`config.mk`:
```
export PLATFORM = sky130hd
export DESIGN_NAME = display_horas_minutos_flat
export DESIGN_NICKNAME = d
export VERILOG_FILES = /design/src/rtl/display_horas_minutos_if.sv /design/src/rtl/display_horas_minutos.sv /design/src/flat_wrapper.sv
export SDC_FILE = /design/constraint.sdc
export NUM_CORES = 1
export LEC_CHECK = 0
export CAP_MARGIN = 20
export CORE_ASPECT_RATIO = 2
export CORE_UTILIZATION = 50
export DETAILED_ROUTE_END_ITERATION = 12
export PLACE_DENSITY_LB_ADDON = 0.05
export SYNTH_ARGS = -nofsm -noshare
export SYNTH_HDL_FRONTEND = slang
export SYNTH_SLANG_ARGS = --single-unit
```
`constraint.sdc`:
```
create_clock -name clock -period 3.5 [get_ports clock]
set_clock_uncertainty 0.2 [all_clocks]
set_input_delay 0.7 -clock clock [delete_from_list [all_inputs] [get_ports clock]]
set_output_delay 0.7 -clock clock [all_outputs]
set_load 0.005 [all_outputs]
```
`src/rtl/display_horas_minutos_if.sv`:
```
// -----------------------------------------------------------------------------
// display_horas_minutos_if
// Bundle between the hour/minute counters, the display driver and the
// seven-segment panel.
//   horas     [4:0]  hour count (0-23) from the hour counter
//   minutos   [5:0]  minute count (0-59) from the minute counter
//   anodos    [3:0]  digit enables, active low (bit 0 = minute units)
//   segmentos [6:0]  segments {g,f,e,d,c,b,a}, active low
//   punto            decimal point / colon, active low
// Modports:
//   master : counter/panel side (drives the counts, observes the display)
//   slave  : display driver (reads the counts, drives the display)
// -----------------------------------------------------------------------------
interface display_horas_minutos_if;
    logic [4:0] horas;
    logic [5:0] minutos;
    logic [3:0] anodos;
    logic [6:0] segmentos;
    logic       punto;

    modport master (
        output horas,
        output minutos,
        input  anodos,
        input  segmentos,
        input  punto
    );

    modport slave (
        input  horas,
        input  minutos,
        output anodos,
        output segmentos,
        output punto
    );
endinterface

```
`src/rtl/display_horas_minutos.sv`:
```
// -----------------------------------------------------------------------------
// display_horas_minutos
// Multiplexed four-digit common-anode seven-segment driver for HH:MM.
// The hour and minute counts are snapshotted once per scan frame (and on the
// first cycle after reset), split into decimal digits and shown one digit at
// a time. A colon dot on the hour-units digit blinks at BLINK_DIV cycles per
// half-period.
//
// Parameters:
//   SCAN_DIV  (>= 2) clock cycles each digit stays lit
//   BLINK_DIV (>= 1) clock cycles per colon half-period
// Ports:
//   clock  system clock, rising edge
//   reset  synchronous, active-high reset
//   bus    display_horas_minutos_if.slave (horas/minutos in,
//          anodos/segmentos/punto out, all outputs registered)
// Optional feature:
//   HOUR_LEADING_BLANK_EN - when defined, an in-range hour tens digit of 0
//   is shown blank instead of "0".
// -----------------------------------------------------------------------------
module display_horas_minutos #(
    parameter int SCAN_DIV  = 50000,
    parameter int BLINK_DIV = 50000000
) (
    input  logic                          clock,
    input  logic                          reset,
    display_horas_minutos_if.slave        bus
);

    localparam int SW = $clog2(SCAN_DIV);
    localparam int BW = (BLINK_DIV > 1) ? $clog2(BLINK_DIV) : 1;
    localparam logic [SW-1:0] SCAN_LAST  = SW'(SCAN_DIV - 1);
    localparam logic [BW-1:0] BLINK_LAST = BW'(BLINK_DIV - 1);

    localparam logic [6:0] SEG_DASH  = 7'b0111111;
    localparam logic [6:0] SEG_BLANK = 7'b1111111;

    // Segment pattern for one decimal digit, active low {g,f,e,d,c,b,a}.
    function automatic logic [6:0] seg7(input logic [3:0] d);
        logic [6:0] s;
        case (d)
            4'd0:    s = 7'b1000000;
            4'd1:    s = 7'b1111001;
            4'd2:    s = 7'b0100100;
            4'd3:    s = 7'b0110000;
            4'd4:    s = 7'b0011001;
            4'd5:    s = 7'b0010010;
            4'd6:    s = 7'b0000010;
            4'd7:    s = 7'b1111000;
            4'd8:    s = 7'b0000000;
            4'd9:    s = 7'b0010000;
            default: s = SEG_BLANK;
        endcase
        return s;
    endfunction

    // Tens digit of a 0..63 value by constant comparisons.
    function automatic logic [3:0] tens_of(input logic [5:0] v);
        logic [3:0] t;
        if (v >= 6'd60)      t = 4'd6;
        else if (v >= 6'd50) t = 4'd5;
        else if (v >= 6'd40) t = 4'd4;
        else if (v >= 6'd30) t = 4'd3;
        else if (v >= 6'd20) t = 4'd2;
        else if (v >= 6'd10) t = 4'd1;
        else                 t = 4'd0;
        return t;
    endfunction

    // Units digit: subtract the constant multiple of ten chosen by tens_of.
    function automatic logic [3:0] units_of(input logic [5:0] v, input logic [3:0] t);
        logic [5:0] u;
        case (t)
            4'd0:    u = v;
            4'd1:    u = v - 6'd10;
            4'd2:    u = v - 6'd20;
            4'd3:    u = v - 6'd30;
            4'd4:    u = v - 6'd40;
            4'd5:    u = v - 6'd50;
            4'd6:    u = v - 6'd60;
            default: u = 6'd0;
        endcase
        return u[3:0];
    endfunction

    logic            r_start;      // first cycle after reset: load snapshot only
    logic [SW-1:0]   r_scan_cnt;
    logic [1:0]      r_idx;
    logic [BW-1:0]   r_blink_cnt;
    logic            r_colon;
    logic [4:0]      r_h_snap;
    logic [5:0]      r_m_snap;
    logic [3:0]      r_anodos;
    logic [6:0]      r_segmentos;
    logic            r_punto;

    logic            w_scan_wrap;
    logic            w_frame_wrap;
    logic            w_blink_wrap;
    logic            w_h_ok;
    logic            w_m_ok;
    logic [3:0]      w_h_tens;
    logic [3:0]      w_h_units;
    logic [3:0]      w_m_tens;
    logic [3:0]      w_m_units;
    logic [3:0]      w_ano_next;
    logic [6:0]      w_seg_next;

    assign w_scan_wrap  = (r_scan_cnt == SCAN_LAST);
    assign w_frame_wrap = w_scan_wrap && (r_idx == 2'd3);
    assign w_blink_wrap = (r_blink_cnt == BLINK_LAST);

    assign w_h_ok    = (r_h_snap <= 5'd23);
    assign w_m_ok    = (r_m_snap <= 6'd59);
    assign w_h_tens  = tens_of({1'b0, r_h_snap});
    assign w_h_units = units_of({1'b0, r_h_snap}, w_h_tens);
    assign w_m_tens  = tens_of(r_m_snap);
    assign w_m_units = units_of(r_m_snap, w_m_tens);

    // Anode and segment pattern for the digit currently selected by r_idx.
    always_comb begin
        w_ano_next = 4'b1111;
        w_seg_next = SEG_BLANK;
        case (r_idx)
            2'd0: begin
                w_ano_next = 4'b1110;
                if (w_m_ok) w_seg_next = seg7(w_m_units);
                else        w_seg_next = SEG_DASH;
            end
            2'd1: begin
                w_ano_next = 4'b1101;
                if (w_m_ok) w_seg_next = seg7(w_m_tens);
                else        w_seg_next = SEG_DASH;
            end
            2'd2: begin
                w_ano_next = 4'b1011;
                if (w_h_ok) w_seg_next = seg7(w_h_units);
                else        w_seg_next = SEG_DASH;
            end
            2'd3: begin
                w_ano_next = 4'b0111;
                if (!w_h_ok) begin
                    w_seg_next = SEG_DASH;
                end else begin
`ifdef HOUR_LEADING_BLANK_EN
                    if (w_h_tens == 4'd0) w_seg_next = SEG_BLANK;
                    else                  w_seg_next = seg7(w_h_tens);
`else
                    w_seg_next = seg7(w_h_tens);
`endif
                end
            end
            default: begin
                w_ano_next = 4'b1111;
                w_seg_next = SEG_BLANK;
            end
        endcase
    end

    // Scan/blink counters, digit index and per-frame input snapshot.
    // Counters hold during the start cycle so digit 0 gets a full SCAN_DIV.
    always_ff @(posedge clock) begin
        if (reset) begin
            r_start     <= 1'b1;
            r_scan_cnt  <= '0;
            r_idx       <= 2'd0;
            r_blink_cnt <= '0;
            r_colon     <= 1'b0;
            r_h_snap    <= 5'd0;
            r_m_snap    <= 6'd0;
        end else if (r_start) begin
            r_start  <= 1'b0;
            r_h_snap <= bus.horas;
            r_m_snap <= bus.minutos;
        end else begin
            if (w_scan_wrap) begin
                r_scan_cnt <= '0;
                r_idx      <= r_idx + 2'd1;
            end else begin
                r_scan_cnt <= r_scan_cnt + {{(SW-1){1'b0}}, 1'b1};
            end
            if (w_blink_wrap) begin
                r_blink_cnt <= '0;
                r_colon     <= ~r_colon;
            end else begin
                r_blink_cnt <= r_blink_cnt + {{(BW-1){1'b0}}, 1'b1};
            end
            // New values land together with the idx 3->0 wrap, so the whole
            // next frame is drawn from one coherent snapshot.
            if (w_frame_wrap) begin
                r_h_snap <= bus.horas;
                r_m_snap <= bus.minutos;
            end else begin
                r_h_snap <= r_h_snap;
                r_m_snap <= r_m_snap;
            end
        end
    end

    // Output registers: anode, segments and colon switch on the same edge.
    always_ff @(posedge clock) begin
        if (reset || r_start) begin
            r_anodos    <= 4'b1111;
            r_segmentos <= SEG_BLANK;
            r_punto     <= 1'b1;
        end else begin
            r_anodos    <= w_ano_next;
            r_segmentos <= w_seg_next;
            r_punto     <= (r_idx == 2'd2) ? ~r_colon : 1'b1;
        end
    end

    assign bus.anodos    = r_anodos;
    assign bus.segmentos = r_segmentos;
    assign bus.punto     = r_punto;

endmodule
```
`src/flat_wrapper.sv`:
```
// flat-port wrapper written by rule: the top's interface ports become plain ports
module display_horas_minutos_flat 
#(
    parameter int SCAN_DIV  = 50000,
    parameter int BLINK_DIV = 50000000
)
  (clock, reset, bus_horas, bus_minutos, bus_anodos, bus_segmentos, bus_punto);
  display_horas_minutos_if bus_i ();
  input  logic clock;
  input  logic reset;
  input wire logic [$bits(bus_i.horas)-1:0] bus_horas;
  input wire logic [$bits(bus_i.minutos)-1:0] bus_minutos;
  output wire logic [$bits(bus_i.anodos)-1:0] bus_anodos;
  output wire logic [$bits(bus_i.segmentos)-1:0] bus_segmentos;
  output wire logic [$bits(bus_i.punto)-1:0] bus_punto;
  assign bus_i.horas = bus_horas;
  assign bus_i.minutos = bus_minutos;
  assign bus_anodos = bus_i.anodos;
  assign bus_segmentos = bus_i.segmentos;
  assign bus_punto = bus_i.punto;
  display_horas_minutos #(.SCAN_DIV(SCAN_DIV), .BLINK_DIV(BLINK_DIV)) u_core (.clock(clock), .reset(reset), .bus(bus_i));
endmodule
```
Yosys cells after proc, flatten, opt, wreduce, memory -nomap -nowiden
Memory sizes are Yosys's and may differ from the RTL's. Cells that the tools add are included.

Flip-flop bits (word level): 69. Memory bits (read-only): 448. Bits of input ports: 13. Output and inout port bits: 12. Memories: 4.

Add/sub/neg operators: 15. Magnitude comparators: 14. Equal/unequal tests: 17. Multiplexer cells: 27. Bitwise operators: 3. Reductions and logical operators: 9.

Memory list: (no name shown) (words 16, bits a word 7, rd ports 1, clocked after memory_dff 0, write ports 0, line display_horas_minutos.sv:41) `case (d)`; (no name shown) (words 16, bits a word 7, rd ports 1, clocked after memory_dff 0, write ports 0, line display_horas_minutos.sv:41); (no name shown) (words 16, bits a word 7, rd ports 1, clocked after memory_dff 0, write ports 0, line display_horas_minutos.sv:41); (no name shown) (words 16, bits a word 7, rd ports 1, clocked after memory_dff 0, write ports 0, line display_horas_minutos.sv:41).

Operator list (number): $pmux W4 S7 (2); $mux W4 (10); $sub A4 B4 Y4 const B (8); $mux W7 (4); $pmux W7 S4 (1); $add A26 B1 Y26 const B (1); $eq A26 B26 Y1 const B (1); $mux W26 (1); $eq A4 B3 Y1 const B (6); $ge A5 B6 Y1 const B (3); $ge A6 B6 Y1 const B (3); $add A16 B1 Y16 const B (1); $eq A16 B16 Y1 const B (1); $eq A4 B2 Y1 const B (4); $mux W16 (1); $pmux W4 S4 (1); $ge A6 B5 Y1 const B (2); $mux W6 (2); $ge A5 B5 Y1 const B (2); $mux W5 (2); $eq A4 B1 Y1 const B (2); $logic_not A4 Y1 (2); $sub A4 B2 Y4 const B (2); $sub A4 B3 Y4 const B (2); other kinds (15) (21).

Logic depth before layout (Yosys ltp)
An unclocked memory read counts as a cell.

Depth in word-level cells: 12. Gate-level depth with buffers: 17.

Least setup slack after synthesis
No wires, ideal clock.

Kind: reg2reg. Start point: register u_core.r_m_snap[3]. End point: register u_core.r_segmentos[0], in the netlist u_core.bus.segmentos[0]. Setup time: 0.128 ns. Data arrival time: 3.222 ns. Required time: 3.172 ns. Setup slack: -0.049 ns. Stages on the path, launching flop included: 17. Buffers on the path: 2. Clock period less this slack: 3.549 ns. Path through: dfxtp_1 > buf_2 > buf_2 > nand2_1 > a21oi_1 > a31oi_1 > o221ai_1 > inv_1 > ha_1 > inv_1 > nor2_1 > fa_1 > o22ai_1 > nor3_1 > mux2_2 > mux2i_1 > a22oi_1.

Longest elaborated chain between the ends: 12. Elaborated cells between the ends (all ways): 32. Those cells by class: add/sub (6); order compare (7); eq/ne (6); mux (10); reduce/logical (1); memory (2).

RTL lines: from (decl) (line display_horas_minutos.sv:92) `logic [5:0] r_m_snap;`; from (signal assigned) (line display_horas_minutos.sv:174) `r_m_snap <= bus.minutos;`; from (signal assigned) (line display_horas_minutos.sv:192) `r_m_snap <= bus.minutos;`; from (signal assigned) (line display_horas_minutos.sv:195) `r_m_snap <= r_m_snap;`; $ge A6 B4 Y1 (line display_horas_minutos.sv:65) `else if (v >= 6'd10) t = 4'd1;`; $mux W1 (line display_horas_minutos.sv:65); $mux W4 (line display_horas_minutos.sv:64) `else if (v >= 6'd20) t = 4'd2;`; $mux W4 (line display_horas_minutos.sv:63) `else if (v >= 6'd30) t = 4'd3;`; $mux W4 (line display_horas_minutos.sv:62) `else if (v >= 6'd40) t = 4'd4;`; $mux W4 (line display_horas_minutos.sv:61) `else if (v >= 6'd50) t = 4'd5;`; $mux W4 (line display_horas_minutos.sv:60) `if (v >= 6'd60) t = 4'd6;`; $eq A4 B3 Y1, or another cell as far along (line display_horas_minutos.sv:73) `case (t)`; $pmux W4 S7 (line display_horas_minutos.sv:73); $mem_v2 Z16 W7; $mux W7 (line display_horas_minutos.sv:127) `if (w_m_ok) w_seg_next = seg7(w_m_units);`; $pmux W7 S4 (*) (line display_horas_minutos.sv:124) `case (r_idx)`; to (signal assigned) (line display_horas_minutos.sv:208) `r_segmentos <= w_seg_next;`; to (decl) (line display_horas_minutos.sv:94) `logic [6:0] r_segmentos;`.

Every way passes the cells marked *; elsewhere a longest branch is shown, timed or not. A chain may end at the register's enable or synchronous reset.

Final worst setup path
Start point: register u_core.r_m_snap[3]. End point: register u_core.r_segmentos[3], in the netlist u_core.bus.segmentos[3].

The elaborated chain is that of the path after synthesis.

==> results.ini <==
[status]
status = finished, final reports clean

[power]
ir_worst_vdd_uv = 392
p_leak_nw = 1.91
p_per_area_nw_per_um2 = 427
total_power_mw = 2.13

[grt]
grt_overflow = 0
grt_pass1_wl_um = 18200
track_usage = 0.274
grt_max_degree = 25
antenna_found_initial = 0
grt_pass1_vias = 3750

[timing]
fmax_mhz = 296
finalSetupViolations = 0
slew_violations = 0
hold_violations = 0
timing.final.crit_share = 0.966
worstMarginPinSlew_ns = 1.05
finalCriticalPeriod_ns = 3.38
max_slew_margin = 0.303

[yosys]
synthCells = 515
synth_top_area_frac = 0.323
syn_area_sq_um = 4270
synth_area_leaders = dfxtp_1 32%, ha_1 8.5%, nor2_1 6.7%
synth-main-ff-cell = dfxtp_1
ys_warn_count = 0
syn_avg_cell_area_sq_um = 8.30
ys_async_sr_fraction = 0
ys_types = 66
synth-edff-count = 0
yosysSeqAreaShare = 0.323
synth_top_cell_by_area = dfxtp_1
ys_ff_latch = 69
syn-num-nets = 558

[layout]
fin_area_sq_um = 4970
syn_to_final_growth_pct = 16.4
multi_input_area_sq_um = 2700
fill_cells = 803
finalNetCount = 589
antenna_cells = 0
drive_gt1_frac = 0.0926
regArea_sq_um = 1380

[cts]
root_buffer = clkbuf_16
clk_pin_slew_ns = 0.06
postCtsHoldBufs = 0
cts_buffers = 9
clock_sinks = 69
cts_tree = done
clk_latency_ns = 0.33
cts_buffer_depth = 2
htreeDepth = 3

[detailed_routing]
vias_per_cell = 5.78
wl_per_cell_um = 16.9
drtAntennaViolNets = 0
wl_um = 11000
vias = 3751
detail_route.first_pass.iterations = 6
drc = 0
drt_iter0_drc = 249

[placed_design]
placed_area_sq_um = 4640
gp_congestion = 0.987
portBuffers = 24
dp.final_hpwl_um = 8260

[worst_setup_path]
cp_max_fo = 6
worstPathRequired_ns = 3.51
worstSetupStartpointType = flip-flop
critPathMostFrequentCell = a21oi_1
path_cells = nand3b_1 > a21oi_1 > a31oi_1 > o221ai_1 > inv_1 > ha_1 > a21oi_1 > a21boi_0 > ha_1 > nor4_1 > a21oi_1 > mux2i_1 > a22oi_1
worstReg2RegEnd = u_core.bus.segmentos[3]$_SDFF_PP1_
arrival_ns = 3.39
reg2reg_slack_ns = 0.12
critPathCaptureType = flip-flop
reg2reg_from = u_core.r_m_snap[3]$_SDFFE_PP0P_
slowest_delay_ns = 0.39
rr_worst_depth = 13
critical_path.slowest_cell = a21oi_1
critPathKind = reg -> reg

[floorplanning]
die-area_sq_um = 8940
core_area_sq_um = 8290
die_y_um = 133
io_pins = 25
chipWidth_um = 67.4
start_util = 0.515
row_count = 47

[min_path]
holdPathEnd = u_core.bus.punto$_SDFF_PP1_
min-delay-start = u_core.r_colon$_SDFFE_PP0P_
holdPathStages = 1
hold_path_class = reg -> reg

[run]
drv_cap = 0

[power breakdown]
part | switching, mW | internal (mW) | leakage, nW
Combinational | 0.210 | 0.175 | 1.21
Clock | 0.337 | 0.569 | 0.143
Sequential | 0.0234 | 0.812 | 0.562
[logic make-up after synthesis]
family	after synthesis	synth area share
AOI/OAI and AO/OA	93	0.147
xor gates and xnor gates	41	0.0840
adders and majority gates	30	0.0896
buffers and inverters	49	0.0556
DFF	69	0.323
muxes	22	0.0521
and+or+nand+nor	211	0.248
[layer usage]
| metal | vias up | share of wire | GRT usage |
|---|---|---|---|
| met5 | - | 0 | 0 |
| met4 | 0 | 0.064 | 0.174 |
| met3 | 45 | 0.034 | 0.0716 |
| met2 | 90 | 0.55 | 0.486 |
| met1 | 1760 | 0.36 | 0.264 |
| li1 | 1856 | - | - |
[per-stage QoR]
| step | std cells | worst slack (ns) | hold slack, ns | util | setup TNS (ns) |
|---|---|---|---|---|---|
| after floorplan | 515 | 0.0562 | 0.180 | - | 0 |
| after global routing | 649 | -0.00598 | 0.225 | 0.600 | -0.00804 |
| after global placement | 632 | 0.184 | 0.203 | 0.560 | 0 |
| after CTS | 648 | 0.0488 | 0.220 | 0.596 | 0 |
| final | 649 | 0.118 | 0.217 | 0.600 | 0 |
| after detailed placement | 632 | 0.0175 | 0.206 | 0.560 | 0 |
[repair_timing]
item | in CTS | in global routing
setup buffers | 0 | 1
pin swaps | 0 | 2
setup endpoints to repair | 2 | 6
gates resized for setup | 2 | 8
[layout by cell type (no fill, tap or decap), drive strengths merged, types with 18 or more instances in the layout]
master         count
buf               18
dfxtp             69
nor2              77
xnor2             19
ha                29
mux2i             20
nand3             19
xor2              22
nand2             38
o21ai             22
clkdlybuf4s50     24
inv               27
[area by class of cell]
| type | count | share of cell area |
|---|---|---|
| multi-input combinational | 397 | 0.542 |
| sequential | 69 | 0.278 |
| timing repair buffer | 42 | 0.0755 |
| clock buffer | 12 | 0.0496 |
| tap | 98 | 0.0247 |
| inverter | 27 | 0.0204 |
| clock inverter | 4 | 0.00956 |
[critical path, delay by kind of cell, from the launching register on]
kind | cells | cell delay [ns]
AO/OA/AOI/OAI | 7 | 1.29
buffers and inverters | 1 | 0.13
flip-flops | 1 | 0.35
AND/OR/NAND/NOR | 2 | 0.57
multiplexers | 1 | 0.17
adder cells (fa/ha/maj) | 2 | 0.56
[cell usage after synthesis, types with 4 or more instances]
cell type  number
xor2_1         22
nor4b_1         5
nand2_1        38
dfxtp_1        69
o21ai_0        21
clkbuf_1        5
nor2_1         76
a21oi_1        17
and2_1          4
a31oi_1         8
nor2b_1         7
buf_2          11
o211ai_1        5
o21a_1          4
inv_1          27
nand3_1        19
nand4_1        12
nor3_1         12
nand2b_1        8
nand3b_1        4
xnor2_1        19
a22oi_1         5
mux2i_1        20
ha_1           29
[worst max path at each step]
| stage | slack, ns | endpoint | cells past startpoint | startpoint |
|---|---|---|---|---|
| after floorplan | 0.06 | u_core.bus.segmentos[0]$_SDFF_PP1_ | 16 | u_core.r_m_snap[3]$_SDFFE_PP0P_ |
| after global placement | 0.18 | u_core.bus.segmentos[5]$_SDFF_PP1_ | 14 | u_core.r_m_snap[5]$_SDFFE_PP0P_ |
| after detailed placement | 0.02 | u_core.bus.segmentos[5]$_SDFF_PP1_ | 14 | u_core.r_m_snap[5]$_SDFFE_PP0P_ |
| after CTS | 0.05 | u_core.bus.segmentos[5]$_SDFF_PP1_ | 14 | u_core.r_m_snap[5]$_SDFFE_PP0P_ |
| after global routing | -0.006 | u_core.bus.segmentos[3]$_SDFF_PP1_ | 15 | u_core.r_m_snap[3]$_SDFFE_PP0P_ |
| final | 0.12 | u_core.bus.segmentos[3]$_SDFF_PP1_ | 13 | u_core.r_m_snap[3]$_SDFFE_PP0P_ |
[sequential cells by signal, summed over array words and instances (netlist names)]
signal,count
u_core.r_scan_cnt,16
u_core.r_blink_cnt,26
u_core.r_start,1
u_core.r_m_snap,6
u_core.r_h_snap,5
u_core.r_colon,1
u_core.r_idx,2
u_core.bus.punto,1
u_core.bus.anodos,4
u_core.bus.segmentos,7
Note: power is estimated with default switching activity, not from simulation.
